===== src/rtl/boost_ctrl_multiphase.sv =====
// boost_ctrl_multiphase: N-phase interleaved peak-current-mode hysteretic boost controller
// with current-offset calibration and latched over-voltage fault.
module boost_ctrl_multiphase #(
  parameter int N_PH        = 2,
  parameter int IL_W        = 10,
  parameter int V_W         = 12,
  parameter int CNT_W       = 24,
  parameter int BLANK_TIME  = 100,
  parameter int OFF_TIME    = 2000,
  parameter int ON_TIME_MAX = 20000,
  parameter int CAL_LOG2    = 10
) (
  input  logic                 clk,
  input  logic                 rst,
  input  logic [N_PH*IL_W-1:0] il_adc_i,
  input  logic [V_W-1:0]       vout_adc_i,
  input  logic [V_W-1:0]       vout_target_i,
  input  logic [V_W-1:0]       vout_delta_i,
  input  logic [V_W-1:0]       ovp_level_i,
  input  logic [IL_W-1:0]      i_limit_i,
  input  logic                 boost_init_i,
  input  logic                 boost_en_i,
  input  logic                 fault_clr_i,
  output logic [N_PH-1:0]      sw_out_o,
  output logic                 cal_done_o,
  output logic                 running_o,
  output logic                 fault_ovp_o,
  output logic [N_PH-1:0]      ontime_flag_o
);
  localparam int TW = N_PH > 1 ? $clog2(N_PH) : 1;
  localparam int AW = IL_W + CAL_LOG2;
  localparam int CW = CAL_LOG2 + 3;

  typedef enum logic [2:0] {CAL_WAIT, CAL, IDLE, RUN, FAULT} top_e;
  typedef enum logic [1:0] {P_IDLE, P_ON_BLANK, P_RAMPUP, P_RAMPDOWN} ph_e;

  top_e             top_q, top_d;
  logic [CW-1:0]    cal_cnt_q, cal_cnt_d;
  logic [AW-1:0]    acc_q [N_PH];
  logic [AW-1:0]    acc_d [N_PH];
  logic [IL_W-1:0]  null_q [N_PH];
  logic [IL_W-1:0]  null_d [N_PH];
  ph_e              ph_q [N_PH];
  ph_e              ph_d [N_PH];
  logic [CNT_W-1:0] cnt_q [N_PH];
  logic [CNT_W-1:0] cnt_d [N_PH];
  logic             cal_done_q, cal_done_d, running_q, fault_q, fault_d;
  logic [N_PH-1:0]  flag_q, flag_d, sw_q, sw_d, trip, over;
  logic [TW-1:0]    tok_q, tok_d;
  logic [V_W-1:0]   v_low;
  logic             ovp, allow;

  // Trip compare is one bit wider than the ADC so null + limit cannot wrap.
  for (genvar i = 0; i < N_PH; i++) begin : g_ph
    assign trip[i] = {1'b0, il_adc_i[i*IL_W +: IL_W]} > ({1'b0, null_q[i]} + {1'b0, i_limit_i});
    assign over[i] = cnt_q[i] > CNT_W'(ON_TIME_MAX);
  end

  assign v_low = vout_target_i > vout_delta_i ? vout_target_i - vout_delta_i : '0;
  assign ovp   = (top_q == IDLE || top_q == RUN || top_q == FAULT) && vout_adc_i > ovp_level_i;
  assign allow = top_q == RUN && !ovp && boost_en_i && !(vout_adc_i > vout_target_i);

  always_comb begin
    top_d      = top_q;
    cal_cnt_d  = cal_cnt_q;
    acc_d      = acc_q;
    null_d     = null_q;
    cal_done_d = cal_done_q;
    fault_d    = fault_q;
    flag_d     = flag_q;
    tok_d      = tok_q;
    ph_d       = ph_q;
    cnt_d      = cnt_q;
    sw_d       = '0;
    case (top_q)
      CAL_WAIT: if (boost_init_i) begin
        top_d     = CAL;
        cal_cnt_d = '0;
        for (int k = 0; k < N_PH; k++) acc_d[k] = '0;
      end
      CAL: if (cal_cnt_q[CW-1]) begin
        for (int k = 0; k < N_PH; k++) null_d[k] = acc_q[k][AW-1:CAL_LOG2];
        cal_done_d = 1'b1;
        top_d      = IDLE;
      end else begin
        cal_cnt_d = cal_cnt_q + CW'(1);
        if (cal_cnt_q[1:0] == 2'b00)
          for (int k = 0; k < N_PH; k++) acc_d[k] = acc_q[k] + AW'(il_adc_i[k*IL_W +: IL_W]);
      end
      IDLE:  top_d = boost_en_i && vout_adc_i < v_low ? RUN : IDLE;
      RUN:   top_d = vout_adc_i > vout_target_i || !boost_en_i ? IDLE : RUN;
      FAULT: if (fault_clr_i && !boost_en_i && !ovp) begin
        top_d   = IDLE;
        fault_d = 1'b0;
        flag_d  = '0;
      end
      default: top_d = CAL_WAIT;
    endcase
    if (ovp) begin
      top_d   = FAULT;
      fault_d = 1'b1;
    end
    for (int k = 0; k < N_PH; k++) begin
      case (ph_q[k])
        P_IDLE: if (allow && tok_q == TW'(k)) begin
          ph_d[k]  = P_ON_BLANK;
          cnt_d[k] = '0;
          tok_d    = tok_q == TW'(N_PH - 1) ? '0 : tok_q + TW'(1);
        end
        P_ON_BLANK: begin
          ph_d[k]  = cnt_q[k] == CNT_W'(BLANK_TIME - 1) ? P_RAMPUP : P_ON_BLANK;
          cnt_d[k] = cnt_q[k] == CNT_W'(BLANK_TIME - 1) ? '0 : cnt_q[k] + CNT_W'(1);
        end
        P_RAMPUP: begin
          ph_d[k]  = trip[k] || over[k] ? P_RAMPDOWN : P_RAMPUP;
          cnt_d[k] = trip[k] || over[k] ? '0 : cnt_q[k] + CNT_W'(1);
          if (over[k]) flag_d[k] = 1'b1;
        end
        P_RAMPDOWN: begin
          ph_d[k]  = cnt_q[k] == CNT_W'(OFF_TIME) ? P_IDLE : P_RAMPDOWN;
          cnt_d[k] = cnt_q[k] + CNT_W'(1);
        end
        default: ph_d[k] = P_IDLE;
      endcase
      if (ovp) begin
        ph_d[k]  = P_IDLE;
        cnt_d[k] = '0;
      end
      sw_d[k] = ph_d[k] == P_ON_BLANK || ph_d[k] == P_RAMPUP;
    end
  end

  always_ff @(posedge clk or posedge rst) begin
    if (rst) begin
      top_q      <= CAL_WAIT;
      cal_cnt_q  <= '0;
      cal_done_q <= 1'b0;
      running_q  <= 1'b0;
      fault_q    <= 1'b0;
      flag_q     <= '0;
      sw_q       <= '0;
      tok_q      <= '0;
      for (int k = 0; k < N_PH; k++) begin
        acc_q[k]  <= '0;
        null_q[k] <= '0;
        ph_q[k]   <= P_IDLE;
        cnt_q[k]  <= '0;
      end
    end else begin
      top_q      <= top_d;
      cal_cnt_q  <= cal_cnt_d;
      cal_done_q <= cal_done_d;
      running_q  <= top_d == RUN;
      fault_q    <= fault_d;
      flag_q     <= flag_d;
      sw_q       <= sw_d;
      tok_q      <= tok_d;
      acc_q      <= acc_d;
      null_q     <= null_d;
      ph_q       <= ph_d;
      cnt_q      <= cnt_d;
    end
  end

  assign sw_out_o      = sw_q;
  assign cal_done_o    = cal_done_q;
  assign running_o     = running_q;
  assign fault_ovp_o   = fault_q;
  assign ontime_flag_o = flag_q;
endmodule


===== config.mk =====
export PLATFORM = sky130hd
export DESIGN_NAME = boost_ctrl_multiphase
export DESIGN_NICKNAME = d
export VERILOG_FILES = /design/src/rtl/boost_ctrl_multiphase.sv
export SDC_FILE = /design/constraint.sdc
export NUM_CORES = 1
export LEC_CHECK = 0
export ABC_CLOCK_PERIOD_IN_PS = 6250
export BUFFER_PORTS_ARGS = -buffer_cell sky130_fd_sc_hd__buf_4
export CAP_MARGIN = 20
export CORE_MARGIN = 3
export CORE_UTILIZATION = 45
export CTS_CLUSTER_SIZE = 24
export DETAILED_ROUTE_END_ITERATION = 7
export REMOVE_ABC_BUFFERS = 1
export SETUP_SLACK_MARGIN = 0.2
export SLEW_MARGIN = 20
export SYNTH_ARGS = -nofsm -noshare
export SYNTH_HDL_FRONTEND = slang
export SYNTH_SLANG_ARGS = --single-unit
export TNS_END_PERCENT = 100

===== constraint.sdc =====
create_clock -name clk -period 6.25 [get_ports clk]
set_input_delay 1.5625 -clock clk [delete_from_list [all_inputs] [get_ports clk]]
set_output_delay 1.5625 -clock clk [all_outputs]
set_load 0.01 [all_outputs]

# Yosys cells after proc, flatten, opt, wreduce, memory -nomap -nowiden
# Cells that the tools add are included.
# W data, S select, Z words.
[totals] reg_bits=136 inputBits=83 output_inout_bits=7 wordCells=141
[op_classes] add_sub_neg=9 order_cmp=8 n_eq_ne=24 n_mux=51 bitwise_logic=1 n_reduce_logical=31
[ops] cell="$mux W24" n=8
[ops] cell="$pmux W24 S4" n=2
[ops] cell="$mux W40" n=3
[ops] cell="$pmux W40 S2" n=1
[ops] cell="$add A24 B1 Y24 const B" n=2
[ops] cell="$eq A24 B11 Y1 const B" n=2
[ops] cell="$eq A24 B7 Y1 const B" n=2
[ops] cell="$gt A24 B15 Y1 const B" n=2
[ops] cell="$add A20 B10 Y20" n=2
[ops] cell="$gt A12 B12 Y1" n=3
[ops] cell="$mux W13" n=2
[ops] cell="$pmux W13 S2" n=1
[ops] cell="$add A10 B10 Y11" n=2
[ops] cell="$gt A10 B11 Y1" n=2
[ops] cell="$mux W2" n=10
[ops] cell="$mux W1" n=16
[ops] cell="$pmux W2 S4" n=2
[ops] cell="$pmux W3 S5" n=1
[ops] cell="$add A13 B1 Y13 const B" n=1
[ops] cell="$eq A2 B2 Y1 const B" n=6
[ops] cell="$lt A12 B12 Y1" n=1
[ops] cell="$mux W12" n=1
[ops] cell="$mux W3" n=4
[ops] cell="$sub A12 B12 Y12" n=1
[ops] cell="17 further kinds" n=47

# Depth between registers and ports, before layout
# Gate-level depths: netlist of the first run.
[logic_depth] ltp_word=14 ltp_mapped=20 depth_no_buf=18

# Least setup slack after synthesis of the first run
# No wires, ideal clock.
[synth_timing] path_type="input -> register" start="input i_limit_i[1]" end="register cnt_q[7] (netlist bit)" setup_ns=0.138 arrival_time_ns=5.040 t_required_ns=6.112 slack_ns=1.072 stages=18 path_buffers=2 cell_sequence="ha_1 a21o_1 a21oi_1 nor2b_1 o21a_1 o41ai_1 nor2_1 a311oi_1 ha_1 nand4_1 nor3_1 a2111o_1 a2111oi_1 nor4b_2 buf_2 buf_2 a21oi_1 a31oi_1"
[synth_via] elab_chain_len=6
[synth_lines] item="start: declaration" line="20" source="input logic [IL_W-1:0] i_limit_i,"
[synth_lines] item="$add A10 B10 Y11" line="55" source="assign trip[i] = {1'b0, il_adc_i[i*IL_W +: IL_W]} > ({1'b0, null_q[i]} + {1'b0, i_limit_i});"
[synth_lines] item="$gt A10 B11 Y1" line="55"
[synth_lines] item="$logic_or A1 B1 Y1" line="116" source="cnt_d[k] = trip[k] || over[k] ? '0 : cnt_q[k] + CNT_W'(1);"
[synth_lines] item="$mux W24" line="116"
[synth_lines] item="$pmux W24 S4" line="104" source="case (ph_q[k])"
[synth_lines] item="$mux W24" line="125" source="if (ovp) begin"
[synth_lines] item="end signal: assignment" line="161" source="cnt_q <= cnt_d;"
[synth_lines] item="end: declaration" line="45" source="logic [CNT_W-1:0] cnt_q [N_PH];"
# Every way passes these cells.
# A chain may end at the register's enable or synchronous reset.

# Final worst setup path of the first run
[layout_timing] start="input i_limit_i[1]" end="register cnt_q[23] (netlist bit)"
# The elaborated chain is that of the path after synthesis.

==> reports/results.txt, run 1 <==
Area Growth Syn to Fin: 15.61%
DR vias: 8717
Post-route ant nets: 0
Highest clock rate: 189.8 MHz
EDFF count, synth: 0
Final Util: 53.55%
Final period util: 84.32%
Syn. warnings: 0
Initial DRC Count: 501
GP Congestion: 0.9039
FP Rows: 54
Final setup fails: 0
Clock Sinks: 136
Pin count of the biggest net entering global routing: 95
M3 GR Usage: 3.623%
Vias in the first global route: 8483
Clock Skews: 15.87 ps
Fin nets: 1457
CTS Hold Bufs: 0
Met1 Use GR: 30.51%
Congestion Overflow GR: 0
Switching Share: 39.01%
Area fraction in compound gates after synthesis: 20.35%
RSZ-0062 raised after global routing: false
Setup Fix Bufs, Post-CTS: 0
Worst-Margin Slew: 1022 ps
Cells after Synth: 1166
DP HPWL: 18560 microns
First-pass GRT wire length: 42080 microns
Initial antenna violation count: 0
Hold Startpoint: cal_done_o
WS Path Type: primary input to flop
Core area: 0.02203 sq mm
Synth area leader: dfrtp_1
Startpoint types: primary input
Via density: 5.628
Post-Route WL: 24800 microns
Combinational power share: 39.2%
Total of max-cap violations: 0
Top post-synthesis cells by area: dfrtp_1 (33%), ha_1 (14%), nand2_1 (5.1%), a21oi_1 (3.7%), xor2_1 (2.9%)
Register-to-register setup slack: 1870 ps
Worst Hold Class: flop to flop
Final number of max-transition violations: 0
Worst Reg-to-Reg Cells: 18
Worst skew pair latency: 430 ps
Xor/xnor share of the synthesized area: 5.151%
Register bit total from synthesis: 136
DIE AREA: 0.02451 sq mm
WHS Endpoint: cal_done_o
Post-synth cell types: 70
Leak: 5.757 nW
Required time worst endpoint: 6560 ps
Die Span Y: 156.6 microns
Share of the synthesized area in the top cell type: 33.36%
1st-pass router iterations: 5
Power Density: 299.7 mW/mm^2
# port buffers: 89
Placed insts: 1517
Hold Crit Depth: 1
Maximum vdd drop: 0.0002017 V
Sequential share of power: 31.6%
Die Wd: 156.6 microns
Clock slew at reported path FFs: 60 ps
Mapped Area: 0.01020 sq mm
CTS tree: done
DRC viols: 0
Grt met2 use: 32.07%
Initial Util: 46.32%
Mux cell area share after synthesis: 1.214%
Post-synthesis simple-gate area fraction: 21.04%
Synthesized area per cell: 8.750 sq um
Gates resized, CTS repair: 0
Total CTS buffers: 17
Largest family of logic cells by synthesized area: simple AND/OR/NAND/NOR gates
Pint: 2.156 mW
Sequential area share after synthesis: 33.36%
R2R Path End: cnt_q[23]
Fin crit period: 5270 ps
Clock power share: 29.2%
Post-synth top flop: dfrtp_1
Ant diodes: 0
Htree depth: 4
GRT Util Overall: 20.81%
Post-Synth Adder-Cell Area: 14.84%
Ys async rst share: 100.0%
Clock Tree Root: clkbuf_16
Non-filler instance count after layout: 1549
Pwr Total: 3.535 mW
I/O pin total: 90
CP arrival: 5580 ps
GRT busiest layer: met2
Max Root-Sink Buffers: 2
# fillers: 2068
P_sw: 1.379 mW
Rel. slew slack: 31.29%
Setup TNS Final: 0 ps
Crit. End Element: flop
Worst-path maximum fanout: 39
Share of layout cells above drive strength 1: 12.45%
Worst R2R Start: null_q[1]
Status: completed
Final-report hold violation count: 0
WL/cell: 16.01 microns
[worst max path at each step]
stage | startpoint | endpoint | slack, ps | cells after the start
2_1_floorplan | i_limit_i[1] | cnt_q[11] | 60 | 14
3_3_place_gp | i_limit_i[1] | cnt_q[23] | 580 | 19
3_5_place_dp | i_limit_i[1] | cnt_q[23] | 510 | 19
4_1_cts | i_limit_i[1] | cnt_q[23] | 950 | 19
5_1_grt | i_limit_i[1] | cnt_q[23] | 640 | 19
6_report | i_limit_i[1] | cnt_q[23] | 980 | 19
[worst max-delay path, stage by stage]
cell and delay [ps]:
buf_4 120, ha_1 280, a21o_1 170, a21oi_1 220, nor2b_1 70, o21a_1 180, o41ai_1 520, nor2_1 100
a311oi_1 290, ha_1 320, nand4_1 110, nor3_1 50, a2111o_1 330, a2111oi_1 360, buf_4 200, nor4b_4 50
buf_12 210, and3_1 170, a221o_1 250
[layout by cell type, fill, tap and decap left out, drive strengths merged, types with 5 or more instances in the layout]
cell / netlist / final
a211o: 5 / 5
a211oi: 8 / 8
a21o: 29 / 29
a21oi: 78 / 78
a22o: 33 / 33
a311oi: 6 / 6
a31oi: 22 / 22
and2: 5 / 5
and3: 19 / 19
buf: 8 / 99
clkbuf: 20 / 17
dfrtp: 136 / 136
fa: 5 / 5
ha: 113 / 113
inv: 76 / 88
mux2i: 9 / 9
nand2: 139 / 139
nand2b: 18 / 18
nand3: 54 / 54
nand4: 25 / 25
nor2: 77 / 77
nor2b: 16 / 16
nor3: 19 / 19
nor4: 16 / 16
o211ai: 8 / 8
o21a: 11 / 11
o21ai: 62 / 62
o31ai: 6 / 6
or2: 7 / 7
or3: 15 / 15
xnor2: 26 / 26
xor2: 34 / 34
[sequential cells by signal, summed over array words and instances (netlist names)]
register       flops
tok_q              1
cal_done_o         1
ph_q               4
null_q            20
cal_cnt_q         13
sw_out_o           2
fault_ovp_o        1
cnt_q             48
top_q              3
ontime_flag_o      2
running_o          1
acc_q             40
[metrics by stage]
| step | instance area [sq um] | setup slack [ps] | hold slack [ps] |
|---|---|---|---|
| 2_1_floorplan | 10070 | 55.09 | 449.8 |
| 3_3_place_gp | 11200 | 578.7 | 451.4 |
| 3_5_place_dp | 11200 | 512.1 | 456.4 |
| 4_1_cts | 11800 | 947.6 | 475.4 |
| 5_1_grt | 11800 | 635.7 | 505.8 |
| 6_report | 11800 | 980.0 | 478.4 |
[power by group through the flow]
stage	Clock, mW	Sequential (mW)	Combinational, mW
4_1_cts	1.06	1.12	1.39
6_report	1.03	1.12	1.39
3_3_place_gp	0	1.13	1.36
3_5_place_dp	0	1.13	1.39
5_1_grt	1.09	1.13	1.57
2_1_floorplan	0	1.11	0.984
[layer usage]
layer / up-vias / share of wire, % / wire length (microns)
met1: 4121 / 51 / 12620
met3: 19 / 3.9 / 956
met5: - / 0 / 0
met2: 147 / 44 / 10930
li1: 4430 / - / -
met4: 0 / 1.2 / 286
[logic make-up after synthesis]
group	count (synthesis)
flops	136
compound gates	309
buf+inv	104
xor+xnor	60
simple gates	427
mux	12
fa+ha+maj	118
[cells in the mapped netlist, drive strengths merged (26+ instances only)]
cell type  count
nand2        139
dfrtp        136
ha           113
a21oi         78
nor2          77
inv           76
o21ai         62
nand3         54
xor2          34
a22o          33
a21o          29
xnor2         26
[layout make-up]
class	instances	area, sq um	area share (%)
Multi-Input combinational cell	926	6399	54.25
Clock buffer	17	425.4	3.607
Sequential cell	136	3403	28.85
Inverter	76	290.3	2.461
Clock inverter	15	171.4	1.453
Timing Repair Buffer	99	755.7	6.407
Tap cell	280	350.3	2.970
(Power assumes the default switching activity.)
==> inputs of run 2 (changes only) <==
--- a/config.mk
+++ b/config.mk
@@ -5,7 +5,8 @@
 export SDC_FILE = /design/constraint.sdc
 export NUM_CORES = 1
 export LEC_CHECK = 0
-export ABC_CLOCK_PERIOD_IN_PS = 6250
+export ABC_AREA = 1
+export ABC_CLOCK_PERIOD_IN_PS = 5000
 export BUFFER_PORTS_ARGS = -buffer_cell sky130_fd_sc_hd__buf_4
 export CAP_MARGIN = 20
 export CORE_MARGIN = 3
==> constraint.sdc (replaced) <==
create_clock -name clk -period 5 [get_ports clk]
set_input_delay 1.25 -clock clk [delete_from_list [all_inputs] [get_ports clk]]
set_output_delay 1.25 -clock clk [all_outputs]
set_load 0.01 [all_outputs]
==> reports/results.txt, run 2 <==
Status: completed
Rel. slew slack: 47.67% (+16 points)
Commonest cells after routing, fill and taps aside: nand2_1 (392), inv_1 (205), nor2_1 (141)
Pin count of the biggest net entering global routing: 87 (-8.4%)
Synth area leader: dfrtp_1
CP arrival: 4200 ps (-1380 ps)
Post-Route WL: 29770 microns (+20%)
EDFF count, synth: 0 (unchanged)
Most common cell in the synthesized netlist: nand2_1
Register area: 0.003403 sq mm (unchanged)
Most used cell, CP: nand2_1
Crit. End Element: flop
Required time worst endpoint: 5360 ps (-1200 ps)
Pwr Total: 4.973 mW (+41%)
Ant diodes: 0 (unchanged)
Gates resized, CTS repair: 0 (unchanged)
FP Rows: 57 (+5.6%)
CP max stage cell: ha_1
Worst Hold Class: flop to flop
Initial Util: 46.38% (+0.063 points)
Die Wd: 165.3 microns (+5.5%)
Share of the synthesized area in the top cell type: 29.82% (-3.5 points)
Via density: 5.259 (-6.5%)
Power Density: 383.7 mW/mm^2 (+28%)
Multi-input gate area: 0.007042 sq mm (+10%)
DR vias: 10570 (+21%)
Clock Skews: 15.48 ps (-0.3885 ps)
CTS Hold Bufs: 0 (unchanged)
Max reg flops: 48 (unchanged)
Initial DRC Count: 751 (+50%)
Final-report hold violation count: 0 (unchanged)
Syn. warnings: 0 (unchanged)
Worst-Margin Slew: 784.9 ps (-237.0 ps)
Worst skew pair latency: 430 ps (about the same)
DRC viols: 0 (unchanged)
Most common cell after layout, fill and taps aside: nand2_1
Fin nets: 1874 (+29%)
Clock slew at reported path FFs: 70 ps (about the same)
Clock Tree Root: clkbuf_16
1st-pass router iterations: 5 (unchanged)
Clock Sinks: 136 (unchanged)
Post-synth cell types: 59 (-16%)
DP HPWL: 23720 microns (+28%)
DIE AREA: 0.02731 sq mm (+11%)
Mapped Area: 0.01141 sq mm (+12%)
First-pass GRT wire length: 50310 microns (+20%)
Fin crit period: 3834 ps
Top post-synthesis cells by area: dfrtp_1 (30%), nand2_1 (13%), ha_1 (12%), inv_1 (6.8%), nor2_1 (4.6%)
Initial antenna violation count: 0 (unchanged)
Startpoint types: primary input
Most flop-heavy register: cnt_q
CTS tree: done
Vias in the first global route: 10420 (+23%)
GP Congestion: 0.9147 (+1.2%)
Area Growth Syn to Fin: 13.55%
RSZ-0062 raised after global routing: false
Core area: 0.02460 sq mm (+12%)
Synthesized area per cell: 7.209 sq um (-18%)
# fillers: 2467 (+19%)
Post-synth top flop: dfrtp_1
Post-route ant nets: 0 (unchanged)
I/O pin total: 90 (unchanged)
Post-synth top cells: nand2_1 (392), inv_1 (206), nor2_1 (141)
Die Span Y: 165.3 microns (+5.5%)
Final number of max-transition violations: 0 (unchanged)
Sequential area share after synthesis: 29.82% (-3.5 points)
Worst-path maximum fanout: 14 (-64%)
WL/cell: 14.81 microns (-7.5%)
Congestion Overflow GR: 0 (unchanged)
Leak: 6.547 nW (+14%)
Max Root-Sink Buffers: 2 (unchanged)
Total CTS buffers: 17 (unchanged)
Setup TNS Final: 0 ps (unchanged)
Share of layout cells above drive strength 1: 13.11% (+0.66 points)
Maximum vdd drop: 0.0002534 V (+26%)
Cells after Synth: 1583 (+36%)
Htree depth: 4 (unchanged)
Highest cell delay on the worst timing path: 360 ps (-160 ps)
Final period util: 76.69%
# port buffers: 89 (unchanged)
WS Path Type: primary input to flop
Top flop regs: cnt_q (48), acc_q (40), null_q (20)
Setup Fix Bufs, Post-CTS: 0 (unchanged)
Highest clock rate: 260.8 MHz
Register bit total from synthesis: 136 (unchanged)
Final setup fails: 0 (unchanged)
Ys async rst share: 100.0% (unchanged)
Total of max-cap violations: 0 (unchanged)
CP Cell Sequence: buf_4 -> ha_1 -> a21oi_1 -> nand2_1 -> nand4_1 -> o211ai_1 -> nand2_1 -> nand2_1 -> a21oi_1 -> xor2_1 -> ha_1 -> nand2_1 -> nor2_1 -> nand4_1 -> nor2_1 -> nor2_1 -> nand3_1 -> nand2_2 -> nor2_4 -> o211ai_1 -> nand2_1
GRT Util Overall: 22.84% (+2.0 points)
run 2: cell types whose count changed in the layout (fill, tap and decap cells not counted), moves of 20 or more:
cell,change
nand4_1,+25
nand3_1,+34
a21o_1,-21
nor3_1,+20
nor2_1,+64
a22o_1,-29
nand2_1,+253
inv_1,+130
o21ai_0,+26
run 2: kinds of logic (layout without fill, tap and decap cells):
family	count (synthesis)	in the layout	synth area share, %
flip-flops	136	136	29.82
AND/OR/NAND/NOR	794	794	31.90
XOR/XNOR	36	36	2.763
AO/OA/AOI/OAI	259	259	13.77
buffers and inverters	240	343	8.475
adder cells (fa/ha/maj)	118	118	13.27
run 2: layer usage:
metal | vias up | track usage (%) | wire length, microns
li1 | 5453 | - | -
met1 | 4870 | 30.94 | 14030
met2 | 224 | 38.20 | 14030
met3 | 24 | 3.991 | 1339
met4 | 0 | 5.032 | 370
met5 | - | 0 | 0
run 2: where the power goes:
group          internal [mW]  switching [mW]  leakage [nW]  total, mW
clock network          0.731           0.518         0.281       1.25
registers               1.34           0.225          1.84       1.56
logic                  0.795            1.37          4.42       2.16
total                   2.86            2.11          6.55       4.97
run 2: cell type report:
class | count | share of cell area, %
clock inverter | 12 | 0.9076
tap | 324 | 3.128
timing repair buffer | 93 | 5.388
clock buffer | 20 | 3.601
inverter | 218 | 6.372
sequential | 136 | 26.26
multi-input combinational | 1207 | 54.34
run 2: final timing paths:
kind | startpoint | end | slack (ps) | depth (start not counted)
setup / recovery | i_limit_i[2] | cnt_q[6] | 1170 | 21
hold / removal | cal_done_o | cal_done_o | 480 | 1
setup reg to reg | null_q[2] | cnt_q[6] | 1710 | 20
hold reg to reg | cal_done_o | cal_done_o | 480 | 1
max in group asynchronous | rst | acc_q[39] | 3120 | 3
min in group asynchronous | rst | cnt_q[11] | 980 | 2
run 2: worst max-delay path: cells and delay by family:
kind	cells	cell delay, ps
buffers and inverters	1	120
xor gates and xnor gates	1	90
and+or+nand+nor	13	1470
adders and majority gates	2	660
AOI/OAI and AO/OA	4	620
run 2: metrics by stage:
step	worst slack (ps)	utilization, %	std cells	instance area, sq um	hold WS [ps]
2_1_floorplan	110.5	-	1561	11270	445.9
3_3_place_gp	906.5	50.29	1978	12370	457.0
3_5_place_dp	762.2	50.29	1978	12370	459.4
4_1_cts	1199	52.67	2010	12960	481.6
5_1_grt	827.4	52.67	2010	12960	514.1
6_report	1166	52.67	2010	12960	482.5
==> inputs of run 3 (changes only) <==
--- a/config.mk
+++ b/config.mk
@@ -6,13 +6,14 @@
 export NUM_CORES = 1
 export LEC_CHECK = 0
 export ABC_AREA = 1
-export ABC_CLOCK_PERIOD_IN_PS = 5000
+export ABC_CLOCK_PERIOD_IN_PS = 3400
 export BUFFER_PORTS_ARGS = -buffer_cell sky130_fd_sc_hd__buf_4
 export CAP_MARGIN = 20
 export CORE_MARGIN = 3
 export CORE_UTILIZATION = 45
 export CTS_CLUSTER_SIZE = 24
 export DETAILED_ROUTE_END_ITERATION = 7
+export PLACE_DENSITY = 0.65
 export REMOVE_ABC_BUFFERS = 1
 export SETUP_SLACK_MARGIN = 0.2
 export SLEW_MARGIN = 20
==> constraint.sdc (replaced) <==
create_clock -name clk -period 3.4 [get_ports clk]
set_input_delay 0.85 -clock clk [delete_from_list [all_inputs] [get_ports clk]]
set_output_delay 0.85 -clock clk [all_outputs]
set_load 0.01 [all_outputs]
==> reports/results.txt, run 3 (synthesis gave the netlist of run 2 again) <==
Final worst setup slack: 236.1 ps (-929.5 ps)
Ant diodes: 0 (unchanged)
Worst skew pair latency: 430 ps (about the same)
Startpoint types: primary input
Status: completed
Max Root-Sink Buffers: 2 (unchanged)
Final period util: 93.06%
FP Rows: 57 (unchanged)
Maximum vdd drop: 0.0003137 V (+24%)
RSZ-0062 raised after global routing: true
DIE AREA: 0.02731 sq mm (unchanged)
Initial Util: 46.38% (unchanged)
Die Span Y: 165.3 microns (unchanged)
WL/cell: 14.65 microns (-1.1%)
Final setup fails: 0 (unchanged)
WHS: 475.8 ps (-6.669 ps)
DP HPWL: 23570 microns (-0.65%)
Pre-CTS worst setup slack: -250.9 ps (-1013 ps)
Max reg flops: 48 (unchanged)
Clock slew at reported path FFs: 60 ps (about the same)
Total of max-cap violations: 0 (unchanged)
GP Congestion: 0.9016 (-1.4%)
Top flop regs: cnt_q (48), acc_q (40), null_q (20)
Share of layout cells above drive strength 1: 18.22% (+5.1 points)
Die Wd: 165.3 microns (unchanged)
I/O pin total: 90 (unchanged)
DRC viols: 0 (unchanged)
Leak: 6.824 nW (+4.2%)
Worst-Margin Slew: 499.9 ps (-285.0 ps)
Worst-path maximum fanout: 7 (-7)
Fin nets: 1922 (+2.6%)
Core area: 0.02460 sq mm (unchanged)
Clock Sinks: 136 (unchanged)
Initial antenna violation count: 0 (unchanged)
Clock Tree Root: clkbuf_16
Crit. End Element: flop
Via density: 5.261 (about the same)
Clock Skews: 11.78 ps (-3.697 ps)
Pin count of the biggest net entering global routing: 54 (-38%)
1st-pass router iterations: 5 (unchanged)
Worst Hold Class: primary input to async pin
Total CTS buffers: 17 (unchanged)
Area Growth Syn to Fin: 19.76%
Most flop-heavy register: cnt_q
Vias in the first global route: 10370 (-0.48%)
Highest clock rate: 316.1 MHz
Most common cell after layout, fill and taps aside: nand2_1
Post-route ant nets: 0 (unchanged)
Fin crit period: 3164 ps
WS Path Type: primary input to flop
# port buffers: 89 (unchanged)
Post-Route WL: 30140 microns (+1.3%)
Final number of max-transition violations: 0 (unchanged)
CP arrival: 3520 ps (-680 ps)
Power Density: 562.8 mW/mm^2 (+47%)
Final-report hold violation count: 0 (unchanged)
Htree depth: 4 (unchanged)
GRT Util Overall: 22.30% (-0.53 points)
CTS tree: done
Commonest cells after routing, fill and taps aside: nand2_1 (384), inv_1 (202), nor2_1 (136), dfrtp_1 (136), buf_4 (136)
Initial DRC Count: 715 (-4.8%)
DR vias: 10830 (+2.4%)
Rel. slew slack: 66.65% (+19 points)
Congestion Overflow GR: 0 (unchanged)
Required time worst endpoint: 3760 ps (-1600 ps)
First-pass GRT wire length: 49570 microns (-1.5%)
## run 3: worst max-delay path, stage by stage
cell	delay [ps]
buf_4	130
ha_4	270
nand2_2	70
inv_2	50
nand4_1	100
o211ai_1	150
nand2_1	90
nand2_1	90
a21oi_2	60
xor2_1	160
ha_1	300
nand2_1	60
nor2_2	130
nand4_1	130
nor2_2	150
nor2_2	60
nand3_4	90
nand2_4	70
nor2_4	180
clkbuf_16	180
nand4_1	80
nand2_1	70
## run 3: power breakdown
group          leakage [nW]  internal, mW  switching, mW
Combinational          4.69          1.36           2.11
Clock                 0.290          1.16          0.759
Sequential             1.84          1.97          0.343
## run 3: final timing paths
kind | to | slack, ps | cells past startpoint | startpoint
max in group asynchronous | cal_cnt_q[2] | 2150 | 3 | rst
worst min register to register | null_q[18] | 490 | 2 | null_q[18]
worst max-delay path | cnt_q[13] | 240 | 22 | i_limit_i[5]
min in group clk | null_q[18] | 490 | 2 | null_q[18]
worst max register to register | cnt_q[13] | 320 | 21 | null_q[5]
worst min-delay path | cnt_q[5] | 480 | 2 | rst
## run 3: timing repair
action	4_1_cts	5_1_grt
setup buffers	0	4
cloned	0	1
hold endpoints to repair	0	0
pin swaps	0	53
hold buffers	0	0
gates resized for setup	1	61
endpoints found under the setup margin	3	46
## run 3: cell type report
class,count,area (sq um)
Fill cell,2363,10940
Timing Repair Buffer,141,1104
Clock buffer,17,425.4
Tap cell,324,405.4
Multi-Input combinational cell,1207,7325
Sequential cell,136,3403
Inverter,218,825.8
Clock inverter,15,178.9
## run 3: routing by layer
layer | up-vias | track usage, % | share of wire (%)
li1 | 5553 | - | -
met1 | 5016 | 29.48 | 46
met2 | 219 | 37.63 | 48
met3 | 40 | 3.517 | 4.0
met4 | 0 | 6.672 | 2.0
met5 | - | 0 | 0
## run 3: stage by stage
| stage | TNS, ps | instances | power, mW | instance area, sq um | utilization [%] |
|---|---|---|---|---|---|
| global placement | -4950 | 2021 | 5.556 | 12710 | 51.66 |
| detailed placement | -8246 | 2021 | 5.641 | 12710 | 51.66 |
| finish | 0 | 2058 | 7.692 | 13670 | 55.55 |
| CTS | 0 | 2053 | 7.584 | 13320 | 54.13 |
| floorplan | -148170 | 1561 | 4.593 | 11270 | - |
| global route | 0 | 2058 | 8.310 | 13670 | 55.55 |
